==> config.mk <==
export PLATFORM = sky130hd
export DESIGN_NAME = retire_arbiter
export DESIGN_NICKNAME = d
export VERILOG_FILES = /design/src/rtl/retire_arbiter_pkg.sv /design/src/rtl/retire_arbiter_rr_picker.sv /design/src/rtl/retire_arbiter.sv
export SDC_FILE = /design/constraint.sdc
export NUM_CORES = 1
export LEC_CHECK = 0
export ABC_AREA = 1
export CAP_MARGIN = 20
export CORE_AREA = 2 2 147 149
export DETAILED_ROUTE_END_ITERATION = 8
export DIE_AREA = 0 0 149 151
export PLACE_DENSITY = 0.69
export SYNTH_ARGS = -nofsm -noshare
export SYNTH_HDL_FRONTEND = slang
export SYNTH_SLANG_ARGS = --single-unit
==> constraint.sdc <==
create_clock -name clk -period 7.01 [get_ports clk]
set_input_delay 2.103 -clock clk [delete_from_list [all_inputs] [get_ports clk]]
set_output_delay 2.103 -clock clk [all_outputs]
set_load 0.05 [all_outputs]
==> src/rtl/retire_arbiter_pkg.sv <==
// Shared definitions for the retire arbiter: default sizes, the per-requester
// result record, the arbiter state enum and the requester index map.
package retire_arbiter_pkg;

  localparam int N_REQ        = 4;
  localparam int TAG_W        = 4;
  localparam int FLUSH_CYCLES = 2;

  // Requester index map
  localparam int REQ_ALU = 0;
  localparam int REQ_MUL = 1;
  localparam int REQ_BR  = 2;
  localparam int REQ_LSU = 3;

  // One execution-unit result as seen by the retire unit.
  // result[0] = write/store data, result[1] = jump target/store address.
  typedef struct packed {
    logic [TAG_W-1:0] tag;
    logic [1:0][31:0] result;
    logic             we;
    logic             jump;
    logic             write;
    logic [1:0]       size;
  } retire_req_t;

  typedef enum logic {RUN, FLUSH} arb_state_t;

endpackage

==> src/rtl/retire_arbiter_rr_picker.sv <==
// rr_picker: combinational round-robin selector.
// Ports: mask (eligible requesters), ptr (highest-priority index),
//        grant_oh (one-hot winner), grant_idx (binary winner), any (a winner exists).
module rr_picker #(
  parameter int N     = 4,
  parameter int IDX_W = 2
) (
  input  logic [N-1:0]     mask,
  input  logic [IDX_W-1:0] ptr,
  output logic [N-1:0]     grant_oh,
  output logic [IDX_W-1:0] grant_idx,
  output logic             any
);

  int j;

  // Scan N positions starting at ptr, wrapping; first set mask bit wins.
  always_comb begin
    grant_oh  = '0;
    grant_idx = '0;
    any       = 1'b0;
    j         = 0;
    for (int i = 0; i < N; i++) begin
      j = int'(ptr) + i;
      if (j >= N) j = j - N;
      if (!any && mask[j]) begin
        any         = 1'b1;
        grant_oh[j] = 1'b1;
        grant_idx   = IDX_W'(j);
      end
    end
  end

endmodule

==> src/rtl/retire_arbiter.sv <==
// retire_arbiter: shares the single retire path among execution units.
// Drops stale results (tag != mirrored retire tag), grants one candidate per
// cycle round-robin, registers it onto the retire bus, and blocks grants for
// FLUSH_CYCLES after each granted taken jump.
// Ports:
//   clk, reset            clock, async active-high reset
//   req_valid/req_ready   per-requester handshake (ready = granted or dropped)
//   req_tag/result/we/jump/write/size  per-requester result fields
//   result, we, jump, write_in, size_in, instruction_tag  registered retire bus
//   ret_valid, grant_id   bus carries a grant / index of granted requester
//   curr_tag              mirrored retire tag
module retire_arbiter
  import retire_arbiter_pkg::*;
#(
  parameter int N_REQ        = retire_arbiter_pkg::N_REQ,
  parameter int TAG_W        = retire_arbiter_pkg::TAG_W,
  parameter int FLUSH_CYCLES = retire_arbiter_pkg::FLUSH_CYCLES,
  localparam int IDX_W       = (N_REQ > 1) ? $clog2(N_REQ) : 1
) (
  input  logic                            clk,
  input  logic                            reset,
  input  logic [N_REQ-1:0]                req_valid,
  output logic [N_REQ-1:0]                req_ready,
  input  logic [N_REQ-1:0][TAG_W-1:0]     req_tag,
  input  logic [N_REQ-1:0][1:0][31:0]     req_result,
  input  logic [N_REQ-1:0]                req_we,
  input  logic [N_REQ-1:0]                req_jump,
  input  logic [N_REQ-1:0]                req_write,
  input  logic [N_REQ-1:0][1:0]           req_size,
  output logic [1:0][31:0]                result,
  output logic                            we,
  output logic                            jump,
  output logic                            write_in,
  output logic [1:0]                      size_in,
  output logic [TAG_W-1:0]                instruction_tag,
  output logic                            ret_valid,
  output logic [IDX_W-1:0]                grant_id,
  output logic [TAG_W-1:0]                curr_tag
);

  arb_state_t       state, state_nx;
  logic [2:0]       cnt, cnt_nx;
  logic [IDX_W-1:0] rr_ptr;

  logic [N_REQ-1:0] stale, cand, mask, grant_oh;
  logic [IDX_W-1:0] gidx;
  logic             any;
  retire_req_t      sel;

  always_comb begin
    for (int i = 0; i < N_REQ; i++)
      stale[i] = req_valid[i] && (req_tag[i] != curr_tag);
  end

  assign cand = req_valid & ~stale;
  assign mask = (state == RUN) ? cand : '0;

  rr_picker #(.N(N_REQ), .IDX_W(IDX_W)) u_pick (
    .mask      (mask),
    .ptr       (rr_ptr),
    .grant_oh  (grant_oh),
    .grant_idx (gidx),
    .any       (any)
  );

  // Stale drops and the grant are both acknowledged in the same cycle.
  assign req_ready = reset ? '0 : (stale | grant_oh);

  always_comb begin
    sel.tag    = req_tag[gidx];
    sel.result = req_result[gidx];
    sel.we     = req_we[gidx];
    sel.jump   = req_jump[gidx];
    sel.write  = req_write[gidx];
    sel.size   = req_size[gidx];
  end

  // Flush FSM: cnt counts remaining grant-free cycles minus one.
  always_comb begin
    state_nx = state;
    cnt_nx   = cnt;
    case (state)
      RUN: if (any && sel.jump) begin
        state_nx = FLUSH;
        cnt_nx   = 3'(FLUSH_CYCLES - 1);
      end
      FLUSH: if (cnt == '0) state_nx = RUN;
             else           cnt_nx   = cnt - 3'd1;
      default: state_nx = RUN;
    endcase
  end

  always_ff @(posedge clk or posedge reset) begin
    if (reset) begin
      state <= RUN;
      cnt   <= '0;
    end else begin
      state <= state_nx;
      cnt   <= cnt_nx;
    end
  end

  always_ff @(posedge clk or posedge reset) begin
    if (reset) begin
      rr_ptr          <= '0;
      curr_tag        <= '0;
      result          <= '0;
      we              <= 1'b0;
      jump            <= 1'b0;
      write_in        <= 1'b0;
      size_in         <= '0;
      instruction_tag <= '0;
      ret_valid       <= 1'b0;
      grant_id        <= '0;
    end else if (any) begin
      rr_ptr          <= (gidx == IDX_W'(N_REQ - 1)) ? '0 : gidx + 1'b1;
      if (sel.jump) curr_tag <= curr_tag + 1'b1;
      result          <= sel.result;
      we              <= sel.we;
      jump            <= sel.jump;
      write_in        <= sel.write;
      size_in         <= sel.size;
      instruction_tag <= sel.tag;
      ret_valid       <= 1'b1;
      grant_id        <= gidx;
    end else begin
      result          <= '0;
      we              <= 1'b0;
      jump            <= 1'b0;
      write_in        <= 1'b0;
      size_in         <= '0;
      instruction_tag <= curr_tag;
      ret_valid       <= 1'b0;
      grant_id        <= '0;
    end
  end

endmodule

==> impl_metrics.json, run 1 <==
{
  "clock_skew_ns": 0.0105,
  "postLayoutCoreUtil_pct": 47.5,
  "ys_ff_latch": 86,
  "initial_core_util_pct": 27.7,
  "synthFlopType": "dfrtp_1",
  "cp_max_fo": 3,
  "clk_pin_slew_ns": 0.06,
  "power.total_w": 0.00622,
  "cts_root_buf": "clkbuf_16",
  "grt_overflow": 0,
  "synthCells": 775,
  "setup_tns_ns": 0,
  "core_area_um2": 20800,
  "port_buffers": 381,
  "fillCellCount": 2114,
  "post-route-period-util_pct": 89.7,
  "wirelength_mm": 22.1,
  "cts_setup_buffers": 0,
  "peakVddDrop_v": 0.000426,
  "hold_buffers": 0,
  "insertion_delay_ns": 0.34,
  "cts_tree": "yes",
  "crit_top_cell": "nand2_1",
  "cts_resized": 0,
  "cp.arrival_ns": 4.18,
  "syn2layout_area_growth_pct": 71.5,
  "placementRows": 53,
  "hold_violations": 0,
  "synth_top_cell_by_area": "dfrtp_1",
  "synthesis.nets": 1083,
  "path_delay_family": "buffers and inverters",
  "r2r_start": "rr_ptr[0]$_DFFE_PP0P_",
  "cp-end-kind": "output port",
  "drtIter0Drc": 322,
  "hold_class": "reg2reg",
  "antenna_found_initial": 0,
  "synth.most_common_cell": "nor2_1",
  "crit_chain": "clkdlybuf4s50_1 > inv_1 > nand2_1 > nand2_1 > nor2_2 > nand3_1 > nand2_1 > nand3_2 > nand2_2 > inv_2 > nand3_2 > inv_1 > a221oi_1 > a21oi_1 > buf_4",
  "pin_count": 382,
  "vias": 6482,
  "seq_area_frac_synth_pct": 37.3,
  "fin_nets": 1422,
  "track_usage_pct": 19.2,
  "yosys-top-cells-area": "dfrtp_1 37%, nor2_1 9.6%, o211ai_1 9.0%",
  "synth_cell_types": 30,
  "cp_slowest_cell": "clkdlybuf4s50_1",
  "die_y_um": 151,
  "critPathLaunchType": "primary input",
  "dieArea_um2": 22500,
  "first_pass_iters": 4,
  "rrSetupSlack_ns": 3.05,
  "fp.dieW_um": 149,
  "startpoint": "req_tag[13]",
  "relSlewSlack_pct": 44.2,
  "ys_warn_count": 0,
  "cts_buffers": 9,
  "status": "complete, no violations",
  "rr_worst_depth": 12,
  "yosys-top-cells-count": "147 x nor2_1, 86 x dfrtp_1, 83 x nand2_1",
  "ant_nets": 0,
  "period_needed_ns": 6.29,
  "fmax_mhz": 159,
  "report.final.slew_viol_count": 0,
  "drv_cap": 0,
  "setup_viol": 0,
  "synth_edf_count": 0,
  "endpoint": "req_ready[3]",
  "antenna_cells": 0,
  "max_stage_delay_ns": 0.48,
  "rsz0062_at_grt": "no",
  "dp_cells": 1378,
  "grt_max_degree": 77,
  "vias_per_cell": 4.65,
  "worst_pin_slew_ns": 0.837,
  "grt_pass1_wl_mm": 33.8,
  "cellPowerDensity_nw_per_um2": 629,
  "drt_drc_violations_left": 0,
  "reg2reg_to": "result[63]$_DFF_PP0_",
  "cts.path.max_buffers": 2,
  "gp_congestion": 0.883,
  "crit_buf_inv": 5,
  "synth_top_area_share_pct": 37.3,
  "fin_cells": 1393,
  "async_reset_ff_share_pct": 100,
  "cp_num_cells": 15,
  "grt_pass1_vias": 6309,
  "wire_per_inst_um": 15.9,
  "dp_hpwl_mm": 16.9,
  "path_class": "in2out",
  "required_ns": 4.91,
  "syn-cell-area_um2": 5770,
  "clock_sinks": 86,
  "leakagePower_nw": 4.08,
  "htreeDepth": 3,
  "syn_area_per_cell_um2": 7.44,
  "drive_above_1_share_pct": 6.71
}
-- power by group --
group	internal (W)	switching (W)
combinational	0.00166	0.00321
clock	0.000237	0.000201
sequential	0.000799	0.000113
total	0.00269	0.00353
-- kinds of logic (layout without fill, tap and decap cells) --
| logic type | Yosys count | in the layout | share of synthesized area, % |
|---|---|---|---|
| AND/OR/NAND/NOR | 348 | 348 | 28.0 |
| AO/OA/AOI/OAI | 222 | 222 | 22.5 |
| buffers and inverters | 105 | 448 | 9.35 |
| flip-flops | 86 | 86 | 37.3 |
| adder cells (fa/ha/maj) | 10 | 10 | 2.17 |
| XOR/XNOR | 4 | 4 | 0.607 |
-- cells in the final DEF (no fill, tap or decap), drive strengths merged --
cell           Yosys  routed
a21oi             76      76
a221oi             3       3
a31o               1       1
buf               46      12
clkbuf            15      11
clkdlybuf4s50      0     377
clkinv             1       3
clkinvlp           0       2
dfrtp             86      86
ha                10      10
inv               43      43
nand2             90      90
nand3             26      26
nand3b             2       2
nand4              6       6
nor2             154     154
o211ai            69      69
o21ai             73      73
or2               70      70
xnor2              1       1
xor2               3       3
-- worst min-delay path by stage --
stage	startpoint	end	slack, ns	cells past startpoint
after floorplan	cnt[1]$_DFFE_PP0P_	cnt[1]$_DFFE_PP0P_	0.47	2
after global placement	cnt[2]$_DFFE_PP0P_	cnt[2]$_DFFE_PP0P_	0.48	2
after detailed placement	cnt[2]$_DFFE_PP0P_	cnt[2]$_DFFE_PP0P_	0.49	2
after CTS	cnt[1]$_DFFE_PP0P_	cnt[1]$_DFFE_PP0P_	0.52	2
after global routing	cnt[1]$_DFFE_PP0P_	cnt[1]$_DFFE_PP0P_	0.58	2
final	cnt[1]$_DFFE_PP0P_	cnt[1]$_DFFE_PP0P_	0.51	2
-- flip-flops by register name (all words and copies together) (netlist names), 2 cells and up --
register,flops
result,64
curr_tag,4
instruction_tag,4
cnt,3
grant_id,2
rr_ptr,2
size_in,2
-- metrics by stage --
step / worst slack (ns) / area [um2] / hold WS [ns]
CTS: 0.744 / 9890 / 0.516
finish: 0.722 / 9890 / 0.507
global route: 0.521 / 9890 / 0.582
detailed placement: 0.755 / 9630 / 0.487
global placement: 0.808 / 9630 / 0.481
floorplan: 1.12 / 5770 / 0.469
-- final cells by class --
class                           count  area [um2]  share of cell area (%)
Clock inverter                      4        25.0                   0.253
Clock buffer                       11         233                    2.35
Timing Repair Buffer              389        3880                    39.2
Multi-Input combinational cell    584        3090                    31.3
Inverter                           44         170                    1.72
Tap cell                          275         344                    3.48
Sequential cell                    86        2150                    21.8
-- layer usage --
metal / track usage, % / wire (um) / vias up
li1: - / - / 3271
met1: 24.1 / 9020 / 2937
met2: 32.6 / 11100 / 243
met3: 3.77 / 1400 / 31
met4: 7.62 / 608 / 0
met5: 0 / 0 / -
-- worst reg2reg max path: cells and delay by family (launching register included) --
family / cells / cell delay (ns)
buffers and inverters: 4 / 1.54
AND/OR/NAND/NOR: 5 / 0.87
flip-flops: 1 / 0.64
adder cells (fa/ha/maj): 1 / 0.46
AO/OA/AOI/OAI: 2 / 0.36
(Power assumes the default switching activity.)
==> run 2: changes to the inputs <==
--- a/config.mk
+++ b/config.mk
@@ -8,6 +8,7 @@
 export ABC_AREA = 1
 export CAP_MARGIN = 20
 export CORE_AREA = 2 2 147 149
+export CTS_CLUSTER_SIZE = 10
 export DETAILED_ROUTE_END_ITERATION = 8
 export DIE_AREA = 0 0 149 151
 export PLACE_DENSITY = 0.69
==> results of run 2 <==
Final layout, timing and power as in run 1 (identical DEF).
==> run 3: changes to the inputs <==
--- a/config.mk
+++ b/config.mk
@@ -12,6 +12,7 @@
 export DETAILED_ROUTE_END_ITERATION = 8
 export DIE_AREA = 0 0 149 151
 export PLACE_DENSITY = 0.69
+export SLEW_MARGIN = 20
 export SYNTH_ARGS = -nofsm -noshare
 export SYNTH_HDL_FRONTEND = slang
 export SYNTH_SLANG_ARGS = --single-unit
==> results of run 3 <==
Final layout, timing and power as in run 1 (identical DEF).
